### config.mk
export PLATFORM = sky130hd
export DESIGN_NAME = handshake_rr_merge
export DESIGN_NICKNAME = d
export VERILOG_FILES = /design/src/rtl/handshake_rr_merge.sv
export SDC_FILE = /design/constraint.sdc
export NUM_CORES = 1
export LEC_CHECK = 0
export ABC_AREA = 1
export CORE_MARGIN = 2
export CORE_UTILIZATION = 50
export DETAILED_ROUTE_END_ITERATION = 7
export GPL_ROUTABILITY_DRIVEN = 0
export PLACE_DENSITY = 0.88
export RECOVER_POWER = 50
export SLEW_MARGIN = 0
export SYNTH_ARGS = -nofsm -noshare
export SYNTH_HDL_FRONTEND = slang
export SYNTH_SLANG_ARGS = --single-unit
### constraint.sdc
create_clock -name CLK -period 2.7 [get_ports CLK]
set_input_delay 0.54 -clock CLK [delete_from_list [all_inputs] [get_ports CLK]]
set_output_delay 0.54 -clock CLK [all_outputs]
set_load 0.02 [all_outputs]
### src/rtl/handshake_rr_merge.sv
// Three-input round-robin merge into a small FIFO output buffer.
// Each entry carries payload, source index and precomputed OR/AND reductions.
module handshake_rr_merge #(
  parameter int unsigned WIDTH = 4,
  parameter int unsigned DEPTH = 2,
  localparam int unsigned AW = $clog2(DEPTH),
  localparam int unsigned CW = $clog2(DEPTH + 1)
) (
  input  logic             CLK,
  input  logic             ASYNCRESETN,
  input  logic             in_0_valid,
  input  logic [WIDTH-1:0] in_0_data,
  output logic             in_0_ready,
  input  logic             in_1_valid,
  input  logic [WIDTH-1:0] in_1_data,
  output logic             in_1_ready,
  input  logic             in_2_valid,
  input  logic [WIDTH-1:0] in_2_data,
  output logic             in_2_ready,
  output logic             out_valid,
  input  logic             out_ready,
  output logic [WIDTH-1:0] out_data,
  output logic [1:0]       out_src,
  output logic             out_orr,
  output logic             out_andr,
  output logic [CW-1:0]    count
);

  typedef struct packed {
    logic [WIDTH-1:0] data;
    logic [1:0]       src;
    logic             orr;
    logic             andr;
  } entry_t;

  entry_t        entry_q [DEPTH];
  entry_t        entry_d [DEPTH];
  entry_t        new_entry;
  logic [AW-1:0] wr_ptr_q, wr_ptr_d;
  logic [AW-1:0] rd_ptr_q, rd_ptr_d;
  logic [CW-1:0] count_q, count_d;
  logic [1:0]    rr_q, rr_d;

  logic [2:0]       in_valid;
  logic [2:0]       in_ready;
  logic [1:0]       grant_idx;
  logic             grant_any;
  logic             full;
  logic             push;
  logic             pop;
  logic [WIDTH-1:0] grant_data;

  assign in_valid = {in_2_valid, in_1_valid, in_0_valid};

  function automatic logic [1:0] mod3_add(input logic [1:0] base, input logic [1:0] off);
    logic [2:0] s;
    s = {1'b0, base} + {1'b0, off};
    if (s >= 3'd3) s = s - 3'd3;
    return s[1:0];
  endfunction

  // Priority order is rr+1, rr+2, rr; first valid channel wins.
  always_comb begin
    grant_idx = rr_q;
    grant_any = 1'b0;
    for (int i = 1; i <= 3; i++) begin
      logic [1:0] idx;
      idx = mod3_add(rr_q, 2'(i));
      if (!grant_any && in_valid[idx]) begin
        grant_idx = idx;
        grant_any = 1'b1;
      end
    end
  end

  always_comb begin
    unique case (grant_idx)
      2'd0:    grant_data = in_0_data;
      2'd1:    grant_data = in_1_data;
      default: grant_data = in_2_data;
    endcase
  end

  // Full blocks acceptance even when a pop happens in the same cycle.
  assign full = (count_q == CW'(DEPTH));
  assign push = grant_any && !full && ASYNCRESETN;
  assign pop  = (count_q != '0) && out_ready;

  assign in_ready   = push ? (3'b001 << grant_idx) : 3'b000;
  assign in_0_ready = in_ready[0];
  assign in_1_ready = in_ready[1];
  assign in_2_ready = in_ready[2];

  always_comb begin
    new_entry.data = grant_data;
    new_entry.src  = grant_idx;
    new_entry.orr  = |grant_data;
    new_entry.andr = &grant_data;
  end

  always_comb begin
    for (int i = 0; i < DEPTH; i++) entry_d[i] = entry_q[i];
    if (push) entry_d[wr_ptr_q] = new_entry;
    wr_ptr_d = push ? wr_ptr_q + AW'(1) : wr_ptr_q;
    rd_ptr_d = pop ? rd_ptr_q + AW'(1) : rd_ptr_q;
    rr_d     = push ? grant_idx : rr_q;
    unique case ({push, pop})
      2'b10:   count_d = count_q + CW'(1);
      2'b01:   count_d = count_q - CW'(1);
      default: count_d = count_q;
    endcase
  end

  always_ff @(posedge CLK or negedge ASYNCRESETN) begin
    if (!ASYNCRESETN) begin
      for (int i = 0; i < DEPTH; i++) entry_q[i] <= '0;
      wr_ptr_q <= '0;
      rd_ptr_q <= '0;
      count_q  <= '0;
      rr_q     <= 2'd2;
    end else begin
      for (int i = 0; i < DEPTH; i++) entry_q[i] <= entry_d[i];
      wr_ptr_q <= wr_ptr_d;
      rd_ptr_q <= rd_ptr_d;
      count_q  <= count_d;
      rr_q     <= rr_d;
    end
  end

  // Head fields come straight from storage; entries clear on reset so outputs read zero.
  assign out_valid = (count_q != '0);
  assign out_data  = entry_q[rd_ptr_q].data;
  assign out_src   = entry_q[rd_ptr_q].src;
  assign out_orr   = entry_q[rd_ptr_q].orr;
  assign out_andr  = entry_q[rd_ptr_q].andr;
  assign count     = count_q;

endmodule

==> results <==
- The static leakage power is 1.01 nW.
- The die is 58.1 um tall.
- STA classifies the critical path startpoint as a flop.
- The remaining global-route overflow is 0.
- Port buffering added 31 buffers.
- For this design the top-level I/O count stands at 32.
- The synthesized netlist contains 29 unique library cells.
- In this run the tightest slew margin relative to its limit is 22.6%.
- Of all nets on the critical path, the largest fanout is 8.
- Sequential elements use 37.7% of the synthesized area.
- The placement row count is 19.
- The average via count per standard cell is 5.30.
- The top routing layer in use is met4.
- The area enclosed by the die boundary is 3380 um^2.
- The total power after layout is 0.00317 W.
- The cell family contributing the most delay on the critical path is flip-flops.
- Across the routed clock network, the largest skew measured is 0.00467 ns.
- The number of flops mapped to enable cells by yosys is 0.
- The worst-case clock buffer depth is 2.
- Setup repair after global routing could not meet its margin everywhere.
- Based on the critical path, the design can be clocked at up to 366 MHz.
- For this run, the number of Yosys warnings is 0.
- The cell type with the highest aggregate area in the netlist is dfrtp_1.
- The path type of the worst min-delay path is reg -> reg.
- The worst-case IR drop observed on VDD is 1.12 mV.
- The via count of the first global-routing pass is 1323.
- The tool flagged a number of max-cap violations equal to 0.
- The signal on the critical path passes through inv_2 > ha_4 > inv_4 > o21ai_1 > nand2_2 > nand2_4 > nor2_8 > inv_4 > nand2_8 > nand2_8 > inv_2 > nor2_4 > buf_6.
- The first-pass GRT wire length is 5730 um.
- Clock latency on the worst-skew pair, taken at its later pin, is 0.32 ns.
- The synthesized instance count is 192.
- The final reports fail on negative setup slack.
- The total instance count after detailed placement is 266.
- The routed layout has 1430 vias.
- The most frequent standard cell in the layout excluding fill and tap cells is nand2_1.
- The worst path in the final design needs a cycle of 2.73 ns, including I/O delays and setup.
- The flip-flop and latch count after synthesis is 22.
- Summing every instance area after synthesis gives 1460 um^2.
- The routed wire length on met2 is 1780 um.
- The area share of the leading cell type in the synthesized netlist is 35.9%.
- The detailed-route DRC error count is 0.
- The count of antenna diodes in the layout is 0.
- The top cell types in the final layout, fill and taps aside, are nand2_1, clkdlybuf4s50_1, dfrtp_1, inv_1, buf_4.
- The maximum level of the CTS H-tree is 1.
- Together, buffers and inverters on the worst path number 5.
- The overall routing resource usage is 22.0%.
- In this run the power density over the cells is 1540 nW/um^2.
- The residual antenna-violating net count after detailed routing is 0.
- The per-instance average area after synthesis is 7.62 um^2.
- The placeable core area is 2760 um^2.
- The number of setup violations in the final report is 2.
- Ranked by total cell area, the synthesized netlist is headed by dfrtp_1, nand2_1, inv_1, nand3_2, o21ai_0.
- The cell with the largest stage delay on the worst path is dfstp_2.
- The post-cts hold buffer count is 0.
- The wire length after detailed routing is 3630 um.
- The category of the worst setup path capture point is an output pin.
- The count of pins over their slew limit was 0.
- The actual transition at the worst max-transition pin is 1.16 ns.
- Dividing the detail-routed wire length by the instance count gives 13.5 um.
- The critical path start-end classification is reg -> out.
- The data arrival time of the worst path is 2.19 ns.
- The HPWL after detailed placement is 2520 um.
- The worst slack at placement is -0.389 ns.
- The flow ran to the end, but the final reports show violations.
- The initial antenna violation count is 0.
- The fraction of registers with async set/reset is 100%.
- The initial detailed-routing violation count is 87.
- The horizontal die dimension is 58.1 um.
- The post-route fraction of the period consumed by the critical path is 101%.
- The master cell of the clock root buffer is clkbuf_4.
- The delay contributed by the slowest stage of the critical path is 0.55 ns.
- For this run, the number of standard cells in the final layout without fillers is 270.
- The initial core utilization is 53.1%.
- In the synthesized netlist the dominant register cell turns out to be dfrtp_1.
- The met3 routed wirelength is 196 um.
- The number of detailed-route iterations in the first pass is 4.
- In this run, CTS created clock tree buffers numbering 3.
- The growth of design area from synthesis to finish is 40.7%.
- The accumulated negative setup slack is -0.0561 ns.
- The total count of hold-check failures in the final report was 0.
- The clock drives 22 sinks.
- TritonCTS built the clock tree.
- Synthesis produced a netlist with a net count of 214.
- The number of setup buffers added after CTS is 0.
- The layout cell share with drive strength beyond 1 is 27.2%.
- At the worst endpoint, the required time is 2.16 ns.
- After detailed routing, the wire length on met1 is 1570 um.
- After clock tree synthesis, the clock-pin slew on the worst setup and hold paths is 0.12 ns.
- The slack of the critical path is -0.0340 ns.
- The maximum number of pins on one net before global-route repair is 23.
- At the end of the flow, the number of nets in the layout was 262.
routing by layer:
layer | track usage [%] | vias to the layer above
li1 | - | 705
met1 | 29.3 | 655
met2 | 36.9 | 57
met3 | 1.56 | 13
met4 | 9.63 | 0
met5 | 0 | -
cell usage after synthesis, types with 2 or more instances:
| cell type | number |
|---|---|
| nand2_1 | 70 |
| dfrtp_1 | 21 |
| inv_1 | 18 |
| o21ai_0 | 12 |
| nand3_1 | 11 |
| nand4_1 | 8 |
| nand3_2 | 6 |
| nor2_1 | 6 |
| nand2_2 | 5 |
| ha_1 | 4 |
| inv_2 | 4 |
| nand2_4 | 3 |
| o21ai_1 | 3 |
| inv_4 | 2 |
| nand2_8 | 2 |
| nor2_4 | 2 |
| o21bai_1 | 2 |
| xor2_1 | 2 |
path summary, 6_finish.rpt:
kind | start | to | slack, ns | cells after the start
max | rr_q[1]$_DFFE_PN1P_ | in_2_ready | -0.03 | 13
min | entry_q[9]$_DFFE_PN0P_ | entry_q[9]$_DFFE_PN0P_ | 0.50 | 2
max reg2reg | rr_q[1]$_DFFE_PN1P_ | count[1]$_DFFE_PN0P_ | 0.16 | 11
min reg2reg | entry_q[9]$_DFFE_PN0P_ | entry_q[9]$_DFFE_PN0P_ | 0.50 | 2
max in group asynchronous | ASYNCRESETN | entry_q[2]$_DFFE_PN0P_ | 0.97 | 2
min in group asynchronous | ASYNCRESETN | entry_q[0]$_DFFE_PN0P_ | 1.04 | 2
where the power goes:
part	total, W	switching, W	internal [W]
combinational	0.00240	0.00144	0.000952
clock	0.000185	0.000103	0.0000826
sequential	0.000593	0.000104	0.000489
tightest hold or removal path: cells and delay by family, from the launching register on:
kind | cells | cell delay (ns)
flops | 1 | 0.36
simple gates | 2 | 0.11
metrics by stage:
| stage | hold slack [ns] | utilization (%) | cell area (um^2) |
|---|---|---|---|
| after floorplan | 0.244 | - | 1460 |
| after global placement | 0.465 | 69.1 | 1910 |
| after detailed placement | 0.468 | 69.1 | 1910 |
| after CTS | 0.496 | 73.1 | 2020 |
| after global routing | 0.527 | 74.7 | 2060 |
| final | 0.499 | 74.7 | 2060 |
cells by family (layout without fill, tap and decap cells):
family / count (synthesis) / after routing / share of synthesized area (%)
flip-flops: 22 / 22 / 37.7
XOR/XNOR: 3 / 3 / 1.80
AO/OA/AOI/OAI: 20 / 20 / 7.61
buffers and inverters: 27 / 74 / 7.86
AND/OR/NAND/NOR: 116 / 116 / 41.6
adder cells (fa/ha/maj): 4 / 4 / 3.42
area by class of cell:
class / count / area, um^2
multi-input cells: 143 / 915
well taps: 31 / 38.8
fillers: 188 / 698
clock buffers: 4 / 36.3
flip-flops and latches: 22 / 552
inverters: 24 / 95.1
repair buffers: 46 / 423
registers in the layout (all words and copies together), names as in the netlist:
name / count
rr_q: 2
rd_ptr_q: 1
wr_ptr_q: 1
count: 2
entry_q: 16
timing repair:
action,CTS,global route
setup endpoints to repair,7,3
pin swaps,3,1
endpoints found under the hold margin,0,0
gates resized for setup,36,9
Power figures use the tool's default switching activity.
